[config.mk]
export PLATFORM = sky130hd
export DESIGN_NAME = data_memory_arbiter
export DESIGN_NICKNAME = d
export VERILOG_FILES = /design/src/rtl/data_memory_arbiter_pkg.sv /design/src/rtl/data_memory_arbiter.sv
export SDC_FILE = /design/constraint.sdc
export NUM_CORES = 1
export LEC_CHECK = 0
export BUFFER_PORTS_ARGS = -buffer_cell sky130_fd_sc_hd__buf_2
export CAP_MARGIN = 20
export CORE_ASPECT_RATIO = 0.9
export CORE_MARGIN = 10
export CORE_UTILIZATION = 45
export CTS_CLUSTER_DIAMETER = 80
export DETAILED_ROUTE_END_ITERATION = 8
export PLACE_DENSITY = 0.86
export SETUP_SLACK_MARGIN = 0.2
export SLEW_MARGIN = 20
export SYNTH_ARGS = -nofsm -noshare
export SYNTH_HDL_FRONTEND = slang
export SYNTH_SLANG_ARGS = --single-unit
export TNS_END_PERCENT = 5
[constraint.sdc]
create_clock -name i_clock -period 4.4 [get_ports i_clock]
set_clock_uncertainty 0.05 [all_clocks]
set_input_delay 0.44 -clock i_clock [delete_from_list [all_inputs] [get_ports i_clock]]
set_output_delay 0.44 -clock i_clock [all_outputs]
set_load 0.01 [all_outputs]
[src/rtl/data_memory_arbiter_pkg.sv]
`default_nettype none
// ============================================================================
// Module   : data_memory_arbiter_pkg
// Purpose  : Shared types and default sizing for the data memory arbiter.
//            Holds the dump FSM state encoding and the default word width,
//            address width, memory depth and starvation limit.
// Revision : 1.0 - initial release
// ============================================================================
package data_memory_arbiter_pkg;

  localparam int DEFAULT_MEMORY_WIDTH = 32;
  localparam int DEFAULT_NB_ADDR      = 7;
  localparam int DEFAULT_MEMORY_DEPTH = 128;
  localparam int DEFAULT_STARVE_LIMIT = 4;

  // Dump sequencer states, explicit 3-bit encoding.
  typedef enum logic [2:0] {
    ST_IDLE    = 3'd0,
    ST_ISSUE   = 3'd1,
    ST_CAPTURE = 3'd2,
    ST_HOLD    = 3'd3,
    ST_DONE    = 3'd4
  } dump_state_t;

  // A dump is in progress from the first read request up to the final
  // handshake; the DONE cycle only carries the completion pulse.
  function automatic logic dump_state_busy(input dump_state_t st);
    return (st == ST_ISSUE) || (st == ST_CAPTURE) || (st == ST_HOLD);
  endfunction

endpackage : data_memory_arbiter_pkg
`default_nettype wire

[src/rtl/data_memory_arbiter.sv]
`default_nettype none
// ============================================================================
// Module   : data_memory_arbiter
// Purpose  : Shares a single-port-read / single-port-write data memory
//            between a CPU and a memory-dump engine. The write port belongs
//            to the CPU outright; only the read port is arbitrated. The dump
//            engine walks addresses 0..MEMORY_DEPTH-1 and presents each word
//            on a valid/ready handshake.
// Options  : DMEM_ARB_FAIR_EN - when defined, a starvation counter forces a
//            dump grant after STARVE_LIMIT consecutive CPU wins in ISSUE.
//            When undefined, the CPU has strict priority.
// Ports    : i_clock, i_reset (async, active-low)
//            CPU  : i_cpu_read, i_cpu_write, i_cpu_addr, i_cpu_wdata,
//                   o_cpu_stall, o_cpu_rdata, o_cpu_rvalid
//            Dump : i_dump_start, i_dump_ready, o_dump_valid, o_dump_addr,
//                   o_dump_data, o_dump_busy, o_dump_done
//            Mem  : o_mem_write_addr, o_mem_read_addr, o_mem_data,
//                   o_mem_write_enable, o_mem_read_enable, i_mem_data
//                   (registered read, 1-cycle latency, read-first)
// Revision : 1.0 - initial release
// ============================================================================
module data_memory_arbiter
  import data_memory_arbiter_pkg::*;
#(
  parameter int MEMORY_WIDTH = DEFAULT_MEMORY_WIDTH,
  parameter int NB_ADDR      = DEFAULT_NB_ADDR,
  parameter int MEMORY_DEPTH = DEFAULT_MEMORY_DEPTH,
  parameter int STARVE_LIMIT = DEFAULT_STARVE_LIMIT
) (
  input  logic                    i_clock,
  input  logic                    i_reset,
  // CPU port
  input  logic                    i_cpu_read,
  input  logic                    i_cpu_write,
  input  logic [NB_ADDR-1:0]      i_cpu_addr,
  input  logic [MEMORY_WIDTH-1:0] i_cpu_wdata,
  output logic                    o_cpu_stall,
  output logic [MEMORY_WIDTH-1:0] o_cpu_rdata,
  output logic                    o_cpu_rvalid,
  // Dump port
  input  logic                    i_dump_start,
  input  logic                    i_dump_ready,
  output logic                    o_dump_valid,
  output logic [NB_ADDR-1:0]      o_dump_addr,
  output logic [MEMORY_WIDTH-1:0] o_dump_data,
  output logic                    o_dump_busy,
  output logic                    o_dump_done,
  // Memory port
  output logic [NB_ADDR-1:0]      o_mem_write_addr,
  output logic [NB_ADDR-1:0]      o_mem_read_addr,
  output logic [MEMORY_WIDTH-1:0] o_mem_data,
  output logic                    o_mem_write_enable,
  output logic                    o_mem_read_enable,
  input  logic [MEMORY_WIDTH-1:0] i_mem_data
);

  localparam logic [NB_ADDR-1:0] LAST_ADDR = NB_ADDR'(MEMORY_DEPTH - 1);

  // Elaboration-time sanity checks on the configuration.
  if (MEMORY_DEPTH > (1 << NB_ADDR)) begin : g_depth_check
    $error("data_memory_arbiter: MEMORY_DEPTH does not fit in NB_ADDR bits");
  end
  if (STARVE_LIMIT < 1) begin : g_starve_check
    $error("data_memory_arbiter: STARVE_LIMIT must be at least 1");
  end

  dump_state_t               state;
  logic [NB_ADDR-1:0]        addr_cnt;
  logic                      cpu_rvalid_q;
  logic                      dump_valid_q;
  logic                      dump_done_q;
  logic [NB_ADDR-1:0]        dump_addr_q;
  logic [MEMORY_WIDTH-1:0]   dump_data_q;

  logic                      dump_req;
  logic                      cpu_grant;
  logic                      dump_grant;

`ifdef DMEM_ARB_FAIR_EN
  localparam int STARVE_W = $clog2(STARVE_LIMIT + 1);
  logic [STARVE_W-1:0]       starve_cnt;
  logic                      force_dump;

  // Once the CPU has beaten a waiting dump STARVE_LIMIT times in a row,
  // the next cycle goes to the dump regardless of CPU demand.
  assign force_dump = dump_req && (starve_cnt == STARVE_W'(STARVE_LIMIT));

  always_ff @(posedge i_clock or negedge i_reset) begin
    if (!i_reset) begin
      starve_cnt <= '0;
    end else if (!dump_req || dump_grant) begin
      starve_cnt <= '0;
    end else if (cpu_grant) begin
      starve_cnt <= starve_cnt + STARVE_W'(1);
    end
  end
`endif

  // --------------------------------------------------------------------------
  // Read-port arbitration (combinational, one grant per cycle)
  // --------------------------------------------------------------------------
  always_comb begin
    dump_req = (state == ST_ISSUE);
`ifdef DMEM_ARB_FAIR_EN
    cpu_grant  = i_cpu_read && !force_dump;
    dump_grant = dump_req && (!i_cpu_read || force_dump);
`else
    cpu_grant  = i_cpu_read;
    dump_grant = dump_req && !i_cpu_read;
`endif
  end

  assign o_cpu_stall       = i_cpu_read && !cpu_grant;
  assign o_mem_read_enable = cpu_grant || dump_grant;
  assign o_mem_read_addr   = cpu_grant ? i_cpu_addr : addr_cnt;

  // Write port is the CPU's alone and is never stalled.
  assign o_mem_write_enable = i_cpu_write;
  assign o_mem_write_addr   = i_cpu_addr;
  assign o_mem_data         = i_cpu_wdata;

  // Read data is only meaningful in the cycle after a CPU grant. Gating it
  // also keeps whatever the memory drives right after reset release (when
  // no read has been issued) away from the CPU.
  assign o_cpu_rvalid = cpu_rvalid_q;
  assign o_cpu_rdata  = cpu_rvalid_q ? i_mem_data : '0;

  assign o_dump_valid = dump_valid_q;
  assign o_dump_addr  = dump_addr_q;
  assign o_dump_data  = dump_data_q;
  assign o_dump_done  = dump_done_q;
  assign o_dump_busy  = dump_state_busy(state);

  // --------------------------------------------------------------------------
  // Dump sequencer and registered outputs
  // --------------------------------------------------------------------------
  always_ff @(posedge i_clock or negedge i_reset) begin
    if (!i_reset) begin
      state        <= ST_IDLE;
      addr_cnt     <= '0;
      cpu_rvalid_q <= 1'b0;
      dump_valid_q <= 1'b0;
      dump_done_q  <= 1'b0;
      dump_addr_q  <= '0;
      dump_data_q  <= '0;
    end else begin
      cpu_rvalid_q <= cpu_grant;
      dump_done_q  <= 1'b0;
      case (state)
        ST_IDLE: begin
          if (i_dump_start) begin
            addr_cnt <= '0;
            state    <= ST_ISSUE;
          end
        end
        ST_ISSUE: begin
          if (dump_grant) begin
            state <= ST_CAPTURE;
          end
        end
        ST_CAPTURE: begin
          // The read granted in ISSUE returns its data now.
          dump_data_q  <= i_mem_data;
          dump_addr_q  <= addr_cnt;
          dump_valid_q <= 1'b1;
          state        <= ST_HOLD;
        end
        ST_HOLD: begin
          if (i_dump_ready) begin
            dump_valid_q <= 1'b0;
            if (addr_cnt == LAST_ADDR) begin
              dump_done_q <= 1'b1;
              state       <= ST_DONE;
            end else begin
              addr_cnt <= addr_cnt + NB_ADDR'(1);
              state    <= ST_ISSUE;
            end
          end
        end
        ST_DONE: begin
          state <= ST_IDLE;
        end
        default: begin
          state <= ST_IDLE;
        end
      endcase
    end
  end

endmodule : data_memory_arbiter
`default_nettype wire

==> results.tsv, run 1 <==
stage	metric	value	unit
grt	grt_max_degree	53	
cells_and_area	final_cell_count_no_fill	411	
timing	hold_slack	195	ps
cells_and_area	design.final.nets	403	
die	fp-row-count	27	
die	floorplan.initialDensity	47.2	%
timing	slew_violations	0	
route	dr_total_vias	2044	
pwr	vdd_drop_max	220	µV
yosys	yosys_register_bits	52	
timing	max_clock_freq	496	MHz
job	maxCapViolCount	0	
worst_setup_path	worst_setup_path_start_kind	flop	
worst_setup_path	worst_path_class_setup	flop to output pin	
yosys	synth_enable_flop_cells	0	
yosys	synth-main-ff-cell	dfrtp_1	
cells_and_area	post_route_cells_drive_above_1_share	58.6	%
outcome	outcome	completed	
clock_network	post_cts_resize_count	0	
pwr	fin_total_pwr	2090	µW
worst_setup_path	path_cells	and2_1 > buf_2	
timing	hold_viol_final	0	
placed_design	numPlacedInstances	405	
yosys	syn_nets	316	
grt	grt_antenna_before_repair	0	
yosys	synth-async-reset-ratio	100	%
die	die_w	105	µm
clock_network	clockBufferDepth	2	
yosys	synthesis.instances	238	
grt	via_count_of_the_first_global_routing_pass	2064	
clock_network	htree_levels	2	
yosys	synthDistinctLibCells	34	
timing	unrepaired_setup_endpoints_after_global_routing	no	
route	drt_wl_total	7460	µm
placed_design	io_buffers	133	
cells_and_area	layout.cells.most_common_list	buf_2 (133), dfrtp_1 (52), mux2_4 (39)	
min_path	min-delay-path-class	primary input to asynchronous set/reset pin	
route	drt_first_pass_iters	4	
timing	slew-limit-headroom	48.3	%
placed_design	place.gp.congestion	0.801	
route	final_antenna_net_count	0	
worst_setup_path	worst_path_max_delay_cell	dfrtp_1	
grt	groute.usage.overall	14.3	%
timing	finalCriticalPeriod	2020	ps
clock_network	hold_buffers	0	
clock_network	tritoncts.num_buffers	5	
pwr	leakagePower	0.00180	µW
worst_setup_path	worst_ep_arrival_time	1530	ps
yosys	seq_area_frac_synth	44.3	%
die	i_o_pin_cnt	201	
clock_network	worst_setup_hold_path_clk_slew	90	ps
clock_network	clk-insertion-delay-late	300	ps
yosys	synth_warnings	0	
worst_setup_path	worst_path_largest_cell_delay	850	ps
timing	setup_violations	0	
yosys	netlist_area	0.00294	mm²
grt	grt_overflow	0	
route	drt_first_iter_violations	57	
clock_network	cts_tree	done	
route	mean_number_of_vias_per_cell	4.97	
cells_and_area	syn_to_final_growth	15.3	%
cells_and_area	diodes	0	
timing	max_slew.worst_pin.slew	776	ps
die	floorplan.core_area	0.00622	mm²
route	drt-wirelength-per-cell	18.1	µm
route	route.detailed.drc	0	
worst_setup_path	path_max_fanout	33	
clock_network	clockRootBuffer	clkbuf_8	
yosys	syn_area_per_cell	12.3	µm²
timing	layout_worst_path_cycle_share	45.8	%
clock_network	post_cts_buffers	0	
worst_setup_path	required	3910	ps
cells_and_area	final.fill_count	549	
grt	grt_pass1_wl	11800	µm
die	dieArea	0.0102	mm²
placed_design	dpl.hpwl	5800	µm
die	die_height	96.6	µm
worst_setup_path	kind_of_end_point_of_the_critical_path	output pin	
clock_network	number_of_clock_sinks	52	
timing	fin_tns_setup	0	ps
pwr	power.density_cell_area	618	mW/mm²
cells_and_area	layout_commonest_cell	buf_2	
worst paths after layout:
check / to / startpoint / cells past startpoint / slack [ps]
worst max register to register: o_dump_data[17] / state[0] / 3 / 2540
min in group i_clock: o_dump_data[26] / i_mem_data[26] / 2 / 330
worst max-delay path: o_cpu_rdata[11] / o_cpu_rvalid / 2 / 2380
worst min-delay path: o_dump_data[13] / i_reset / 2 / 200
max in group asynchronous: o_dump_data[8] / i_reset / 2 / 3660
worst min register to register: o_dump_valid / o_dump_valid / 1 / 440
per-layer routing:
metal	vias up	global-route usage [%]	wire, µm
met1	973	17.3	3210
met2	126	22.2	3430
met5	-	0	0
met4	0	4.93	104
li1	922	-	-
met3	23	5.89	705
registers in the layout, summed over array words and instances, names as in the netlist:
signal,cells
o_dump_data,32
addr_cnt,7
o_dump_addr,7
state,3
o_cpu_rvalid,1
o_dump_done,1
o_dump_valid,1
cell usage after synthesis (2+ instances only):
cell | number | area share (%)
buf_4 | 41 | 10
nand3b_1 | 3 | 0.77
mux2i_1 | 2 | 0.68
buf_12 | 4 | 2.7
nand2_1 | 7 | 0.90
buf_2 | 3 | 0.51
a21oi_1 | 2 | 0.34
a211oi_1 | 2 | 0.51
xnor2_1 | 3 | 0.90
nand4_1 | 4 | 0.85
dfrtp_1 | 52 | 44
and2_1 | 32 | 6.8
a22o_1 | 3 | 0.90
a41oi_1 | 2 | 0.60
nor2_1 | 10 | 1.3
clkbuf_1 | 5 | 0.64
mux2_2 | 7 | 2.7
mux2_4 | 39 | 20
and3_1 | 2 | 0.43
where the power goes:
part           switching (µW)  total (µW)  leakage (µW)  internal [µW]
sequential                151         827      0.000641            676
combinational             424         959       0.00111            535
clock                     142         305     0.0000501            163
total                     717        2090       0.00180           1370
through the flow:
step	setup WS (ps)	utilization (%)	area, µm²
after floorplan	2780	-	2940
after global placement	2630	52.8	3280
after detailed placement	2570	52.8	3280
after CTS	2380	54.4	3380
after global routing	2250	54.4	3380
final	2380	54.4	3380
logic make-up (layout without fill, tap and decap cells):
group	Yosys count	in the layout	share of synthesized area, %
simple gates	66	66	13.0
xor+xnor	3	3	0.895
other cells	1	1	0.128
compound gates	12	12	3.03
flops	52	52	44.3
mux	48	48	23.3
fa+ha+maj	1	1	0.426
buf+inv	55	141	14.9
worst max-delay path, delay by kind of cell (launching register included):
kind | cells | cell delay, ps
DFF | 1 | 850
and+or+nand+nor | 1 | 240
buffers and inverters | 1 | 130
area by class of cell:
cell class | instances | area, µm² | area share (%)
clock buffer | 5 | 68.8 | 2.03
inverter | 1 | 3.75 | 0.111
sequential | 52 | 1300 | 38.5
clock inverter | 1 | 30.0 | 0.888
tap | 87 | 109 | 3.22
timing repair buffer | 134 | 673 | 19.9
multi-input combinational | 131 | 1200 | 35.4
Power figures use the tool's default switching activity.
==> inputs of run 2 (changes only) <==
CORE_UTILIZATION = 42   (was 45)
PLACE_DENSITY = 0.81   (was 0.86)
clock period = 1.93 ns   (was 4.4 ns; I/O delays follow)
==> results.tsv, run 2 (same netlist as run 1, synthesis figures left out) <==
stage	metric	value	unit	change
worst_setup_path	worst_ep_arrival_time	1750	ps	+220 ps
min_path	worstHoldPathCells	2		
worst_setup_path	timing.rr.start	state[0]		
route	drt_first_iter_violations	92		+61%
grt	grt_pass1_wl	12000	µm	+1.4%
pwr	clkPwrFrac	13.3	%	-1.3 points
min_path	hold_path_startpoint	i_mem_data[5]		
timing	setup_violations	0		unchanged
worst_setup_path	kind_of_end_point_of_the_critical_path	flop		
placed_design	place.gp.congestion	0.839		+4.7%
die	i_o_pin_cnt	201		unchanged
die	die_height	99.3	µm	+2.8%
pwr	power.share.sequential	39.1	%	-0.4 points
timing	hold_viol_final	0		unchanged
cells_and_area	largest_reg_flops	32		unchanged
clock_network	post_cts_buffers	0		unchanged
grt	via_count_of_the_first_global_routing_pass	2202		+6.7%
cells_and_area	post_route_cells_drive_above_1_share	58.9	%	+0.27 points
clock_network	clockRootBuffer	clkbuf_8		
worst_setup_path	worst_path_max_delay_cell	dfrtp_1		
timing	max_clock_freq	620	MHz	
route	drt_wl_total	7710	µm	+3.4%
pwr	vdd_drop_max	430	µV	+95%
die	die_w	108	µm	+2.8%
grt	grt_antenna_before_repair	0		unchanged
worst_setup_path	worstPathBufferInverterCount	1		unchanged
grt	grt_overflow	0		unchanged
clock_network	htree_levels	2		unchanged
placed_design	io_buffers	133		unchanged
cells_and_area	syn_to_final_growth	17.0	%	
clock_network	worst_setup_hold_path_clk_slew	90	ps	about the same
worst_setup_path	path_depth	4		+2
timing	unrepaired_setup_endpoints_after_global_routing	no		
timing	slew_violations	0		unchanged
outcome	outcome	completed		
timing	hold_slack	84.1	ps	-111 ps
route	route.detailed.drc	0		unchanged
worst_setup_path	path_cells	nor2_2 > and2_4 > buf_4 > mux2_4		
cells_and_area	final.fill_count	583		+6.2%
worst_setup_path	worst_setup_path_start_kind	flop		
grt	groute.usage.overall	13.7	%	-0.56 points
pwr	fraction_of_power_spent_switching_nets	35.2	%	+0.88 points
route	drt_first_pass_iters	5		+1
cells_and_area	layout.cells.most_common_list	buf_2 (133), dfrtp_1 (52), mux2_4 (39)		
worst_setup_path	path_max_fanout	15		-55%
timing	finalCriticalPeriod	1610	ps	
route	mean_number_of_vias_per_cell	4.86		-2.2%
job	maxCapViolCount	0		unchanged
pwr	switching_power	1670	µW	+130%
grt	grt_max_degree	34		-36%
cells_and_area	design.final.nets	408		+1.2%
pwr	p_comb_share	47.6	%	+1.7 points
route	dr_total_vias	2047		+0.15%
cells_and_area	layout_commonest_cell	buf_2		
die	floorplan.initialDensity	43.9	%	-3.4 points
cells_and_area	diodes	0		unchanged
clock_network	clockBufferDepth	2		unchanged
pwr	fin_total_pwr	4760	µW	+130%
clock_network	clk-insertion-delay-late	300	ps	about the same
die	dieArea	0.0107	mm²	+5.7%
die	floorplan.core_area	0.00669	mm²	+7.6%
timing	layout_worst_path_cycle_share	83.6	%	
route	final_antenna_net_count	0		unchanged
clock_network	number_of_clock_sinks	52		unchanged
worst_setup_path	timing.reg2reg.worst_path_depth	4		+1
worst_setup_path	worst_path_class_setup	flop to flop		
worst_setup_path	required	2070	ps	-1840 ps
pwr	power.density_cell_area	1390	mW/mm²	+120%
clock_network	tritoncts.num_buffers	5		unchanged
route	drt-wirelength-per-cell	18.3	µm	+0.96%
min_path	min-delay-path-class	primary input to flop		
clock_network	cts_tree	done		
worst_setup_path	worst_path_largest_cell_delay	470	ps	-380 ps
timing	fin_tns_setup	0	ps	unchanged
pwr	leakagePower	0.00182	µW	+1.2%
placed_design	dpl.hpwl	6100	µm	+5.2%
worst_setup_path	worst_path_top_cell_family_by_delay	flip-flops		
worst_setup_path	critPathLaunch	state[0]		
die	fp-row-count	28		+3.7%
pwr	cellInternalPower	3090	µW	+120%
## run 2: cell count changes in the layout (fill, tap and decap cells not counted)
cell	previous run	this run
buf_4	1	4
buf_12	0	1
bufinv_16	1	0
clkbuf_1	0	1
clkbuf_8	5	6
clkinvlp_4	0	1
dlygate4sd3_1	0	1
## run 2: worst reg2reg max path, stage by stage, from the launching register on
cell     delay (ps)
dfrtp_1         470
nor2_2          190
and2_4          180
buf_4           280
mux2_4          340
## run 2: worst paths after layout
kind / slack [ps] / endpoint
max in group asynchronous: 920 / o_dump_data[0]
worst min register to register: 430 / o_dump_valid
worst min-delay path: 80 / o_dump_data[5]
min in group asynchronous: 280 / addr_cnt[6]
worst max-delay path: 320 / o_dump_data[9]
worst max register to register: 320 / o_dump_data[9]
## run 2: what timing repair did
action,CTS,global route
hold buffers,1,0
setup endpoints to repair,0,0
hold endpoints to repair,13,0
resized for setup,0,0
## run 2: metal layers
layer | track usage, % | wire length [µm]
met5 | 0 | 0
met3 | 4.84 | 852
met1 | 15.7 | 3030
met2 | 22.2 | 3660
met4 | 6.67 | 175
## run 2: cell type report
type / instances / area, µm² / area share [%]
Clock inverter: 1 / 7.51 / 0.219
Clock buffer: 7 / 86.3 / 2.51
Timing Repair Buffer: 139 / 726 / 21.1
Sequential cell: 52 / 1300 / 37.9
Tap cell: 90 / 113 / 3.28
Multi-Input combinational cell: 131 / 1200 / 34.9
Inverter: 1 / 3.75 / 0.109
## run 2: metrics by stage
stage / setup WS, ps / utilization [%] / area (µm²) / std cells
floorplan: 460 / - / 2940 / 238
global placement: 406 / 49.8 / 3330 / 412
detailed placement: 332 / 49.8 / 3330 / 412
CTS: 320 / 51.3 / 3430 / 421
global route: 239 / 51.3 / 3430 / 421
finish: 317 / 51.3 / 3430 / 421
## run 2: power by group through the flow
stage | Clock (µW) | Sequential, µW | Combinational (µW)
5_1_grt | 706 | 1930 | 2450
2_1_floorplan | 0 | 2010 | 1510
3_3_place_gp | 0 | 1840 | 2230
6_report | 635 | 1860 | 2270
3_5_place_dp | 0 | 1880 | 2290
4_1_cts | 667 | 1860 | 2310
==> inputs of run 3 (changes only) <==
clock period = 1.53 ns   (was 1.93 ns; I/O delays follow)
==> results.tsv, run 3 (same netlist as run 1, synthesis figures left out) <==
stage	metric	value	unit	change
clock_network	clockRootBuffer	clkbuf_8		
pwr	vdd_drop_max	577	µV	+34%
worst_setup_path	worst_path_class_setup	flop to flop		
cells_and_area	post_route_cells_drive_above_1_share	73.5	%	+15 points
clock_network	cts_tree	done		
worst_setup_path	required	1670	ps	-400 ps
clock_network	htree_levels	2		unchanged
timing	slew_violations	0		unchanged
worst_setup_path	timing.reg2reg.worst_path_depth	5		+1
route	mean_number_of_vias_per_cell	4.96		+2.0%
worst_setup_path	timing.reg2reg.setup_slack	8	ps	-310 ps
worst_setup_path	kind_of_end_point_of_the_critical_path	flop		
die	dieArea	0.0107	mm²	unchanged
cells_and_area	largest_reg_flops	32		unchanged
worst_setup_path	worstPathBufferInverterCount	2		+1
cells_and_area	syn_to_final_growth	40.8	%	
grt	grt_max_degree	53		+56%
timing	timing.final.ws_setup	8.35	ps	-308 ps
job	maxCapViolCount	0		unchanged
worst_setup_path	worst_path_largest_cell_delay	400	ps	-70 ps
worst_setup_path	path_depth	5		+1
grt	grt_antenna_before_repair	0		unchanged
timing	max_clock_freq	657	MHz	+6.0%
grt	grt_overflow	0		unchanged
route	dr_total_vias	2167		+5.9%
die	i_o_pin_cnt	201		unchanged
pwr	fin_total_pwr	6960	µW	+46%
placed_design	place_ws	106	ps	-226 ps
placed_design	dpl.hpwl	6000	µm	-1.7%
worst_setup_path	critPathCapture	o_dump_data[29]		
worst_setup_path	worst_ep_arrival_time	1660	ps	-90 ps
worst_setup_path	worst_path_max_delay_cell	dfrtp_1		
worst_setup_path	worst_setup_path_start_kind	flop		
die	floorplan.core_area	0.00669	mm²	unchanged
placed_design	place.gp.congestion	0.806		-3.9%
timing	layout_worst_path_cycle_share	99.5	%	+16 points
clock_network	clockBufferDepth	2		unchanged
die	die_w	108	µm	unchanged
die	floorplan.initialDensity	43.9	%	unchanged
timing	hold_slack	42.6	ps	-41.5 ps
placed_design	numPlacedInstances	419		+1.7%
worst_setup_path	worst_path_top_cell_family_by_delay	flip-flops		
timing	hold_viol_final	0		unchanged
worst_setup_path	critPathLaunch	state[0]		
timing	unrepaired_setup_endpoints_after_global_routing	yes		
route	drt_first_pass_iters	4		-1
cells_and_area	design.final.nets	424		+3.9%
cells_and_area	utilization	61.8	%	+10 points
die	die_height	99.3	µm	unchanged
min_path	min-delay-path-class	primary input to flop		
worst_setup_path	timing.rr.start	state[0]		
placed_design	io_buffers	133		unchanged
worst_setup_path	path_max_fanout	11		-4
route	drt_wl_total	8830	µm	+15%
timing	finalCriticalPeriod	1520	ps	-91.7 ps
die	fp-row-count	28		unchanged
route	drt-wirelength-per-cell	20.2	µm	+10%
timing	setup_violations	0		unchanged
cells_and_area	layout.cells.most_common_list	buf_2 (93), dfrtp_1 (49), buf_6 (48)		
route	route.detailed.drc	0		unchanged
grt	grt_pass1_wl	12200	µm	+1.5%
cells_and_area	final_cell_count_no_fill	437		+3.8%
worst_setup_path	path_cells	buf_4 > nor2_4 > and2_4 > clkbuf_16 > mux2_4		
outcome	outcome	completed		
route	drt_first_iter_violations	121		+32%
clock_network	tritoncts.num_buffers	5		unchanged
pwr	power.density_cell_area	1680	mW/mm²	+21%
grt	via_count_of_the_first_global_routing_pass	2169		-1.5%
clock_network	clk-insertion-delay-late	290	ps	about the same
grt	groute.usage.overall	14.0	%	+0.29 points
route	final_antenna_net_count	0		unchanged
cells_and_area	diodes	0		unchanged
cells_and_area	layout_commonest_cell	buf_2		
worst_setup_path	reg2reg_to	o_dump_data[29]		
clock_network	number_of_clock_sinks	52		unchanged
pwr	leakagePower	0.00210	µW	+15%
clock_network	worst_setup_hold_path_clk_slew	100	ps	about the same
[run 3: changes by cell type in the layout (fill, tap and decap cells not counted), moves of 3 or more]
| cell | before | now |
|---|---|---|
| and2_1 | 32 | 0 |
| buf_2 | 133 | 93 |
| buf_12 | 1 | 5 |
| mux2_4 | 39 | 46 |
| dfrtp_1 | 52 | 49 |
| buf_6 | 0 | 48 |
| and2_4 | 1 | 33 |
| mux2_2 | 7 | 0 |
[run 3: how the worst min path moves through the flow]
stage / to / depth (start not counted) / slack, ps / from
after floorplan: addr_cnt[0] / 0 / -190 / i_reset
after global placement: o_dump_data[30] / 2 / 110 / i_reset
after detailed placement: o_dump_addr[4] / 2 / 110 / i_reset
after CTS: o_dump_data[7] / 2 / 40 / i_mem_data[7]
after global routing: o_dump_data[11] / 2 / 30 / i_mem_data[11]
final: o_dump_data[7] / 2 / 40 / i_mem_data[7]
[run 3: area by class of cell]
class | count | area (µm²)
fillers | 469 | 2560
repair buffers | 155 | 1220
well taps | 90 | 113
inverters | 1 | 3.75
flip-flops and latches | 52 | 1310
multi-input cells | 131 | 1370
clock inverters | 2 | 38.8
clock buffers | 6 | 82.6
[run 3: per-layer routing]
layer / routed length [µm] / GRT usage, %
met1: 3610 / 16.9
met2: 4210 / 22.6
met3: 840 / 5.10
met4: 167 / 4.52
met5: 0 / 0
[run 3: where the power goes]
group          leakage, µW  internal [µW]  switching [µW]  total [µW]
combinational      0.00140           2120            1560        3680
sequential        0.000637           1950             349        2300
clock            0.0000614            535             451         986
total              0.00210           4600            2360        6960
[run 3: through the flow]
step                setup TNS [ps]  area (µm²)
floorplan                        0        2950
global placement                 0        3410
detailed placement               0        3410
CTS                          -15.6        3920
global route                  -655        4130
finish                           0        4130
[run 3: timing repair]
item	4_1_cts	5_1_grt
hold endpoints to repair	52	0
hold buffers	1	0
gates resized for setup	77	33
pin swaps	41	42
buffers inserted	5	2
setup endpoints to repair	86	88
gates cloned	0	2
